File: src/rtl/nes_joypad_responder.sv
// nes_joypad_responder
//   Emulates an NES controller toward a host: debounces eight board buttons
//   and serves them on the joypad serial protocol (latch on strobe, shift on
//   each rising edge of the host shift clock, pressed reads as low).
//
//   Parameters:
//     DEBOUNCE_W - per-button debounce counter width; a change is accepted
//                  after 2^DEBOUNCE_W consecutive cycles of disagreement
//     TURBO_W    - turbo divider width; turbo phase is the divider MSB
//
//   Ports:
//     clock, reset_n      system clock, asynchronous active-low reset
//     btn_raw[7:0]        raw buttons, active-high (A,B,Select,Start,Up,Down,Left,Right; bit0=A)
//     turbo_a, turbo_b    auto-fire holds for A and B
//     joy_strobe          host latch line
//     joy_clock           host shift clock
//     joy_data            serial data to host, registered, pressed = low
//     buttons_q[7:0]      debounced, turbo-applied button state, registered
//     bit_count[3:0]      shifts since last load, saturating at 8
//
//   Build option:
//     JOYPAD_TURBO_EN     builds the turbo divider and auto-fire on A/B;
//                         when undefined turbo_a/turbo_b are ignored.

module nes_joypad_responder #(
   parameter int unsigned DEBOUNCE_W = 16,
   parameter int unsigned TURBO_W    = 20
) (
   input  logic       clock,
   input  logic       reset_n,
   input  logic [7:0] btn_raw,
   input  logic       turbo_a,
   input  logic       turbo_b,
   input  logic       joy_strobe,
   input  logic       joy_clock,
   output logic       joy_data,
   output logic [7:0] buttons_q,
   output logic [3:0] bit_count
);

   localparam int unsigned NUM_BTN   = 8;
   localparam logic [3:0]  COUNT_SAT = 4'd8;

   logic [NUM_BTN-1:0] btn_meta;
   logic [NUM_BTN-1:0] btn_sync;
   logic               strobe_meta;
   logic               strobe_sync;
   logic               jclk_meta;
   logic               jclk_sync;
   logic               jclk_prev;

   // Two-flop synchronisers for the asynchronous host and button pins.
   always_ff @(posedge clock or negedge reset_n) begin
      if (!reset_n) begin
         btn_meta    <= '0;
         btn_sync    <= '0;
         strobe_meta <= 1'b0;
         strobe_sync <= 1'b0;
         jclk_meta   <= 1'b0;
         jclk_sync   <= 1'b0;
         jclk_prev   <= 1'b0;
      end else begin
         btn_meta    <= btn_raw;
         btn_sync    <= btn_meta;
         strobe_meta <= joy_strobe;
         strobe_sync <= strobe_meta;
         jclk_meta   <= joy_clock;
         jclk_sync   <= jclk_meta;
         jclk_prev   <= jclk_sync;
      end
   end

   logic [DEBOUNCE_W-1:0] db_cnt [NUM_BTN];
   logic [NUM_BTN-1:0]    accepted;

   // Per-button debounce: count cycles of disagreement, flip once saturated.
   always_ff @(posedge clock or negedge reset_n) begin
      if (!reset_n) begin
         accepted <= '0;
         for (int i = 0; i < int'(NUM_BTN); i++) begin
            db_cnt[i] <= '0;
         end
      end else begin
         for (int i = 0; i < int'(NUM_BTN); i++) begin
            if (btn_sync[i] == accepted[i]) begin
               db_cnt[i] <= '0;
            end else if (db_cnt[i] == '1) begin
               accepted[i] <= ~accepted[i];
               db_cnt[i]   <= '0;
            end else begin
               db_cnt[i] <= db_cnt[i] + DEBOUNCE_W'(1);
            end
         end
      end
   end

`ifdef JOYPAD_TURBO_EN
   logic               ta_meta;
   logic               ta_sync;
   logic               tb_meta;
   logic               tb_sync;
   logic [TURBO_W-1:0] turbo_div;
   logic               turbo_phase;

   // Turbo hold synchronisers and free-running auto-fire divider.
   always_ff @(posedge clock or negedge reset_n) begin
      if (!reset_n) begin
         ta_meta   <= 1'b0;
         ta_sync   <= 1'b0;
         tb_meta   <= 1'b0;
         tb_sync   <= 1'b0;
         turbo_div <= '0;
      end else begin
         ta_meta   <= turbo_a;
         ta_sync   <= ta_meta;
         tb_meta   <= turbo_b;
         tb_sync   <= tb_meta;
         turbo_div <= turbo_div + TURBO_W'(1);
      end
   end

   assign turbo_phase = turbo_div[TURBO_W-1];
`else
   // Turbo pins are intentionally left unconnected in this build.
   logic unused_turbo;
   assign unused_turbo = turbo_a ^ turbo_b;
`endif

   logic [NUM_BTN-1:0] buttons_next;

   // Accepted state with optional auto-fire ORed onto A and B.
   always_comb begin
      buttons_next = accepted;
`ifdef JOYPAD_TURBO_EN
      buttons_next[0] = accepted[0] | (ta_sync & turbo_phase);
      buttons_next[1] = accepted[1] | (tb_sync & turbo_phase);
`endif
   end

   logic [NUM_BTN-1:0] sr;
   logic               jclk_rise;

   assign jclk_rise = jclk_sync & ~jclk_prev;

   // Host-facing shift register: strobe loads (and wins over a coincident
   // clock edge), rising clock shifts in ones so a finished read reads low.
   always_ff @(posedge clock or negedge reset_n) begin
      if (!reset_n) begin
         buttons_q <= '0;
         sr        <= '0;
         bit_count <= '0;
         joy_data  <= 1'b1;
      end else begin
         buttons_q <= buttons_next;
         joy_data  <= ~sr[0];
         if (strobe_sync) begin
            sr        <= buttons_q;
            bit_count <= '0;
         end else if (jclk_rise) begin
            sr <= {1'b1, sr[NUM_BTN-1:1]};
            if (bit_count != COUNT_SAT) begin
               bit_count <= bit_count + 4'd1;
            end
         end
      end
   end

endmodule

File: config.mk
export PLATFORM = sky130hd
export DESIGN_NAME = nes_joypad_responder
export DESIGN_NICKNAME = d
export VERILOG_FILES = /design/src/rtl/nes_joypad_responder.sv
export SDC_FILE = /design/constraint.sdc
export NUM_CORES = 1
export LEC_CHECK = 0
export BUFFER_PORTS_ARGS = -buffer_cell sky130_fd_sc_hd__buf_2
export CORE_MARGIN = 4
export CORE_UTILIZATION = 56
export CTS_CLUSTER_SIZE = 30
export DETAILED_ROUTE_END_ITERATION = 8
export PLACE_DENSITY = 0.76
export SLEW_MARGIN = 10
export SYNTH_ARGS = -nofsm -noshare
export SYNTH_HDL_FRONTEND = slang
export SYNTH_SLANG_ARGS = --single-unit
File: constraint.sdc
create_clock -name clock -period 1.7 [get_ports clock]
set_input_delay 0.34 -clock clock [delete_from_list [all_inputs] [get_ports clock]]
set_output_delay 0.34 -clock clock [all_outputs]
set_load 0.005 [all_outputs]
# == Yosys cells after proc, flatten, opt, wreduce, memory -nomap -nowiden ==
# Index checks and enable logic that the tools add are counted.
# word_totals
n_memories,0
ff_bits,178
output_inout_bits,13
mem_bits_ro,0
latchBits,0
wordCells,104
ramBits,0
# classes
n_div,0
reduce_logical,11
magnitude_cmp,0
shifts,0
n_bitwise,19
mux,21
add_sub_neg,9
n_mul,0
eq_ne,17
# ops
cell,n
16-bit 2-to-1 mux,16
"16-bit by 1-bit adder with 16-bit output, second input constant",8
"16-bit equality test, second input constant",8
1-bit NOT,18
2-bit AND reduction,9
8-bit 2-to-1 mux,2
4-bit 2-to-1 mux,3
1-bit equality test,8
"4-bit by 1-bit adder with 4-bit output, second input constant",1
"4-bit != test, second input constant",1
2-bit nonzero test,2
1-bit AND,1

# == Logic depth before layout (Yosys ltp) ==
# Gate-level depths: netlist (run 1).
# logic_depth
depth_word,4
depth_mapped,6

# == Worst setup path after synthesis (run 1) ==
# Ideal clock, no wire load.
# synth_path
path_kind,reg-to-reg
startpoint,register db_cnt[64] (netlist name)
endpoint,register accepted[3]
path_slack_ps,-66
t_arrival_ps,1641
path_buffers,0
synth_period_minus_slack_ps,1766
setup_time_ps,125
stages_incl_launch_ff,6
cell_sequence,dfrtp_1 -> ha_1 -> nand2_1 -> or4_4 -> nor2_1 -> mux2_2
# synth_via
elab_chain_len,2
# synth_rtl
element,line_no,rtl
start: declaration,73,logic [DEBOUNCE_W-1:0] db_cnt [NUM_BTN];
start signal: indexed assignment,91,db_cnt[i] <= db_cnt[i] + DEBOUNCE_W'(1);
16-bit equality test,87,end else if (db_cnt[i] == '1) begin
2-bit AND reduction (no line),--,
end signal: indexed assignment,88,accepted[i] <= ~accepted[i];
end: declaration,74,logic [NUM_BTN-1:0] accepted;
# Every way passes these cells.
# A chain may end at the register's enable or synchronous reset.

# == Final worst setup path (run 1) ==
# layout_path
startpoint,register db_cnt[65] (netlist name)
endpoint,register accepted[3]
# The elaborated chain is that of the path after synthesis.

==> impl_metrics.py, run 1 <==
metrics = {
    "outcome": {
        "outcome": "finished, violations left",
        "violations": "setup timing",
    },
    "worst_setup_path": {
        "reg2reg_slack_ns": -0.03,
        "slowest_stage": "or4_4",
        "crit_path_end_kind": "register",
        "crit_arrival_ns": 2.04,
        "critPathBufInv": 0,
        "cp.required_ns": 2.01,
        "start_kind": "register",
        "critPathLaunch": "db_cnt[65]",
        "worstPathCellList": "ha_4 > nand2_4 > or4_4 > nor2_4 > mux2_4",
        "critPathTopFamily": "simple AND/OR/NAND/NOR gates",
        "crit_fanout": 4,
        "crit_type": "reg2reg",
        "critPathMaxStageDelay_ns": 0.58,
        "reg2reg_from": "db_cnt[65]",
    },
    "power_and_ir_drop": {
        "power_frac_clock": 0.441,
        "internal-power_mw": 6.52,
        "power.share.sequential": 0.518,
        "p_comb_frac": 0.041,
        "swShare": 0.230,
        "peakVddDrop_uv": 808,
        "power.leakage_nw": 3.90,
        "power-per-cell-area_mw_per_mm2": 919,
        "switchingPower_mw": 1.95,
    },
    "clock_network": {
        "htree_levels": 4,
        "clock-root-buffer": "clkbuf_16",
        "cts_tree": "yes",
        "clk_pin_slew_worst_paths_ns": 0.06,
        "cts_sinks": 178,
        "cts-buffers-inserted": 17,
        "insertion_delay_ns": 0.42,
        "clock_path_buffers": 2,
    },
    "timing": {
        "fin_crit_sh": 1.02,
        "rsz0062_at_grt": "yes",
        "finalMaxSlewViolations": 0,
        "period_needed_ns": 1.73,
        "fmax_mhz": 577,
        "skew_ns": 0.00617,
        "worst_pin_slew_ns": 0.561,
        "finalSetupTns_ns": -0.0665,
        "hold_viol": 0,
        "setup_viol": 3,
        "setup_slack_ns": -0.0319,
        "slew_headroom": 0.626,
    },
    "final_layout": {
        "drive_gt1_frac": 0.164,
        "nNetsFinal": 852,
        "diodes": 0,
        "final_cells": 1017,
        "area_growth_pct": 18.1,
    },
    "job": {
        "maxCapViolations": 0,
    },
    "place": {
        "gp_congestion": 0.847,
        "port-buffer-count": 24,
        "hpwl_um": 9870,
        "dp_cells": 974,
    },
    "yosys": {
        "synth_cells": 751,
        "synth.most_common_cell": "dfrtp_1",
        "syn_area_mm2": 0.00780,
        "synth-seq-cells": 178,
        "syn_area_per_cell_um2": 10.4,
        "yosysTopAreaCell": "dfrtp_1",
        "synthFlopType": "dfrtp_1",
        "synth_top_area_share": 0.568,
        "synthArstFlopShare": 1.00,
        "syn-num-nets": 775,
        "synthTopCellsByArea": "dfrtp_1 57%, xnor2_1 9.8%, nor2_1 7.1%, nand3_1 3.0%, xor2_1 2.9%",
        "synth-warning-count": 0,
        "ys_seq_area_frac": 0.571,
        "synth_cell_types": 34,
        "synth_common_cells": "177 x dfrtp_1, 147 x nor2_1, 87 x xnor2_1",
        "synth_edf_count": 0,
    },
    "route": {
        "drt_pre_antenna_iters": 5,
        "final_antenna_net_count": 0,
        "dr_total_vias": 5532,
        "wl_um": 14800,
        "avgViaCountPerCell": 5.44,
        "drt_iter0_drc": 371,
        "detail_route.wl_per_cell_um": 14.6,
        "post-route-drc-count": 0,
    },
    "floorplanning": {
        "core_mm2": 0.0135,
        "start_util": 0.580,
        "die_x_um": 126,
        "die_h_um": 126,
        "die_area_mm2": 0.0159,
        "ioPinCount": 27,
        "rows": 42,
    },
    "global_routing": {
        "grt_pass1_wl_um": 25700,
        "grt_max_degree": 71,
        "grt_usage": 0.197,
        "antenna_found_initial": 0,
        "grt_pass1_vias": 5539,
        "grt_overflow": 0,
    },
    "min_path": {
        "min-delay-path-class": "in2reg",
        "hp-start": "btn_raw[4]",
    },
}
## area by class of cell
type	count	area (um2)
Clock buffer	18	439
Clock inverter	14	129
Fill cell	990	4240
Inverter	24	90.1
Multi-Input combinational cell	537	3350
Sequential cell	178	4460
Tap cell	176	220
Timing Repair Buffer	70	532
## worst reg2reg max path, cell delays in order, from the launching register on
cell     delay (ns)
dfrtp_1        0.40
ha_4           0.18
nand2_4        0.05
or4_4          0.58
nor2_4         0.12
mux2_4         0.30
## through the flow
| step | setup WS [ns] | power [mW] | hold WS, ns | utilization | area [um2] |
|---|---|---|---|---|---|
| 3_3_place_gp | -0.00920 | 4.77 | 0.331 | 0.627 | 8430 |
| 3_5_place_dp | -0.0666 | 4.80 | 0.336 | 0.627 | 8430 |
| 6_report | -0.0319 | 8.47 | 0.0213 | 0.685 | 9220 |
| 4_1_cts | -0.00990 | 8.51 | 0.00194 | 0.674 | 9060 |
| 2_1_floorplan | -0.0206 | 4.60 | 0.0444 | - | 7820 |
| 5_1_grt | -0.0860 | 8.79 | 0.00299 | 0.685 | 9220 |
## power groups by stage
stage	clock network [mW]	registers [mW]	logic [mW]
2_1_floorplan	0	4.44	0.161
3_3_place_gp	0	4.46	0.314
3_5_place_dp	0	4.46	0.330
4_1_cts	3.79	4.39	0.341
5_1_grt	3.99	4.40	0.400
6_report	3.73	4.39	0.345
## timing repair
item                                   4_1_cts  5_1_grt
hold buffers                                 1        3
endpoints found under the hold margin      177        3
pin swaps                                    3        5
setup buffers                                0        6
gates resized for setup                      6       17
gates cloned                                 1        0
setup endpoints to repair                   33       72
## worst paths after layout
kind,to,cells past startpoint
max,accepted[3],5
min reg2reg,btn_sync[0],0
max reg2reg,accepted[3],5
min,btn_meta[4],1
min in group asynchronous,db_cnt[110],3
max in group asynchronous,buttons_q[4],3
## cells by family after synthesis
family	synth area share
AO/OA/AOI/OAI	0.0292
XOR/XNOR	0.127
adder cells (fa/ha/maj)	0.0160
buffers and inverters	0.0181
flip-flops	0.571
multiplexers	0.0207
AND/OR/NAND/NOR	0.218
## metal layers
layer | GRT usage | part of all wire | vias up
met4 | 0.0694 | 0.018 | 0
met3 | 0.0453 | 0.034 | 25
li1 | - | - | 2708
met2 | 0.324 | 0.51 | 84
met5 | 0 | 0 | -
met1 | 0.258 | 0.44 | 2715
## registers in the layout, indices dropped and copies added (netlist names), 4 cells and up
register / cells
sr: 8
btn_meta: 8
bit_count: 4
accepted: 8
btn_sync: 8
db_cnt: 128
buttons_q: 8
## layout by cell type, fill, tap and decap left out, types with 24 or more instances in the layout
cell type,synthesis,routed
nand4_1,32,32
nand2_1,49,48
dfrtp_1,177,177
nor3_1,29,29
inv_1,24,24
xnor2_1,87,87
xor2_1,26,26
nor2_1,147,142
buf_4,0,38
nand3_1,46,44
Power figures use the tool's default switching activity.
==> run 2, diff against run 1 <==
--- a/config.mk
+++ b/config.mk
@@ -10,7 +10,9 @@
 export CORE_UTILIZATION = 56
 export CTS_CLUSTER_SIZE = 30
 export DETAILED_ROUTE_END_ITERATION = 8
+export MAX_ROUTING_LAYER = met4
 export PLACE_DENSITY = 0.76
+export SETUP_SLACK_MARGIN = 0.3
 export SLEW_MARGIN = 10
 export SYNTH_ARGS = -nofsm -noshare
 export SYNTH_HDL_FRONTEND = slang
==> run 2 against run 1 <==
The run still ends with setup timing left. Final area increased by 18%. Clock skew rose by 0.0051 ns. Sequential power hardly changed. Via count is 17% higher. Final cell count is 9.5% higher. Die area unchanged. Global-route usage rose by 4.9 points. Count of clock-buffer cells in the layout did not move. Non-clock buffer count grew 92. Register-to-register slack is essentially flat. Largest cell class unchanged.
==> impl_metrics.py, run 2 (synthesis results as in run 1) <==
metrics = {
    "global_routing": {
        "grt_overflow": 0,
        "grt_pass1_wl_um": 30900,
        "antenna_found_initial": 0,
        "grt_pass1_vias": 6614,
        "grt_usage": 0.245,
        "grt_max_degree": 50,
    },
    "power_and_ir_drop": {
        "power_frac_clock": 0.444,
        "swShare": 0.240,
        "peakVddDrop_uv": 791,
        "p_comb_frac": 0.063,
        "switchingPower_mw": 2.15,
        "power-per-cell-area_mw_per_mm2": 821,
        "power.leakage_nw": 4.68,
        "power.share.sequential": 0.493,
        "internal-power_mw": 6.79,
    },
    "final_layout": {
        "diodes": 0,
        "area_growth_pct": 39.7,
        "final_area_mm2": 0.0109,
        "final_cell_mix": "164 x dfrtp_1, 105 x buf_4, 86 x nor2_1, 84 x xnor2_1, 46 x nand2_1",
        "final_cells": 1114,
        "top_register": "db_cnt",
        "largest_reg_flops": 128,
        "nNetsFinal": 949,
        "drive_gt1_frac": 0.381,
        "final_common_cell": "dfrtp_1",
    },
    "floorplanning": {
        "die_h_um": 126,
        "ioPinCount": 27,
        "core_mm2": 0.0135,
        "start_util": 0.580,
        "die_x_um": 126,
        "die_area_mm2": 0.0159,
        "rows": 42,
    },
    "min_path": {
        "min-delay-path-class": "in2reg",
        "holdPathStages": 1,
    },
    "worst_setup_path": {
        "crit_type": "reg2reg",
        "r2r_cells": 5,
        "crit_arrival_ns": 2.11,
        "slowest_stage": "or4_4",
        "cp.required_ns": 2.07,
        "crit_path_end_kind": "register",
        "crit_fanout": 5,
        "start_kind": "register",
        "cp_num_cells": 5,
        "critPathMaxStageDelay_ns": 0.59,
        "critPathTopFamily": "simple AND/OR/NAND/NOR gates",
        "critPathBufInv": 0,
        "worstPathCellList": "ha_2 > nand2_2 > or4_4 > or3_4 > a21oi_2",
    },
    "timing": {
        "fmax_mhz": 573,
        "rsz0062_at_grt": "yes",
        "fin_crit_sh": 1.03,
        "whs_ns": 0.0190,
        "setup_viol": 3,
        "finalSetupTns_ns": -0.0758,
        "period_needed_ns": 1.75,
        "worst_pin_slew_ns": 0.607,
        "slew_headroom": 0.593,
        "setup_slack_ns": -0.0466,
        "finalMaxSlewViolations": 0,
        "hold_viol": 0,
        "skew_ns": 0.0113,
    },
    "clock_network": {
        "clock_path_buffers": 2,
        "clock-root-buffer": "clkbuf_16",
        "cts_tree": "yes",
        "htree_levels": 4,
        "insertion_delay_ns": 0.44,
        "clk_pin_slew_worst_paths_ns": 0.07,
        "cts_sinks": 178,
        "cts-buffers-inserted": 17,
    },
    "route": {
        "wl_um": 21500,
        "dr_total_vias": 6481,
        "drt_iter0_drc": 644,
        "avgViaCountPerCell": 5.82,
        "final_antenna_net_count": 0,
        "post-route-drc-count": 0,
        "detail_route.wl_per_cell_um": 19.3,
        "drt_pre_antenna_iters": 5,
    },
    "job": {
        "maxCapViolations": 0,
    },
    "place": {
        "gp_congestion": 0.860,
        "dp_slack_ns": -0.0175,
        "dp_cells": 968,
        "port-buffer-count": 24,
        "hpwl_um": 10100,
        "dpl_cell_area_mm2": 0.00847,
    },
    "outcome": {
        "outcome": "finished, violations left",
        "violations": "setup timing",
    },
}
[run 2: cell count changes in the layout (fill, tap and decap cells not counted), sizes merged]
| cell | before | now |
|---|---|---|
| bufinv | 1 | 2 |
| a31o | 6 | 10 |
| clkinvlp | 3 | 2 |
| buf | 66 | 152 |
| inv | 28 | 29 |
| clkinv | 6 | 5 |
| a41o | 2 | 3 |
| dlygate4sd3 | 4 | 10 |
[run 2: path summary, 6_finish.rpt]
path | from | end | slack, ns
setup reg to reg | db_cnt[64] | db_cnt[78] | -0.05
hold / removal | btn_raw[4] | btn_meta[4] | 0.02
min in group asynchronous | reset_n | db_cnt[102] | 0.41
max in group asynchronous | reset_n | db_cnt[36] | 0.62
setup / recovery | db_cnt[64] | db_cnt[78] | -0.05
hold reg to reg | btn_meta[1] | btn_sync[1] | 0.35
[run 2: worst register-to-register path, cell delays in order (launching register included)]
cell	delay, ns
dfrtp_1	0.36
ha_2	0.19
nand2_2	0.05
or4_4	0.59
or3_4	0.35
a21oi_2	0.12
[run 2: area by class of cell]
| type | count | area [um2] |
|---|---|---|
| Sequential cell | 178 | 4470 |
| Multi-Input combinational cell | 542 | 4210 |
| Fill cell | 696 | 2550 |
| Timing Repair Buffer | 162 | 1320 |
| Clock buffer | 18 | 439 |
| Tap cell | 176 | 220 |
| Clock inverter | 14 | 151 |
| Inverter | 24 | 90.1 |
[run 2: per-layer routing]
layer	global-route usage	share of wire	vias up	routed length [um]
met4	0.113	0.039	0	844
li1	-	-	2919	-
met3	0.0538	0.043	77	934
met5	-	0	-	0
met1	0.283	0.39	3257	8290
met2	0.411	0.53	228	11400
[run 2: what timing repair did]
item | CTS | global route
endpoints found under the setup margin | 118 | 122
pin swaps | 46 | 83
setup buffers | 70 | 28
hold buffers | 10 | 0
endpoints found under the hold margin | 49 | 0
gates cloned | 6 | 0
gates resized for setup | 72 | 137
[run 2: power by group through the flow]
stage / clock network [mW] / logic (mW) / registers [mW]
2_1_floorplan: 0 / 0.174 / 4.45
4_1_cts: 3.99 / 0.460 / 4.39
6_report: 3.97 / 0.565 / 4.41
3_3_place_gp: 0 / 0.328 / 4.46
5_1_grt: 4.19 / 0.617 / 4.42
3_5_place_dp: 0 / 0.345 / 4.47
[run 2: per-stage QoR]
| step | total power [mW] | utilization |
|---|---|---|
| 2_1_floorplan | 4.62 | - |
| 3_5_place_dp | 4.81 | 0.630 |
| 5_1_grt | 9.22 | 0.810 |
| 3_3_place_gp | 4.79 | 0.630 |
| 4_1_cts | 8.84 | 0.751 |
| 6_report | 8.94 | 0.810 |
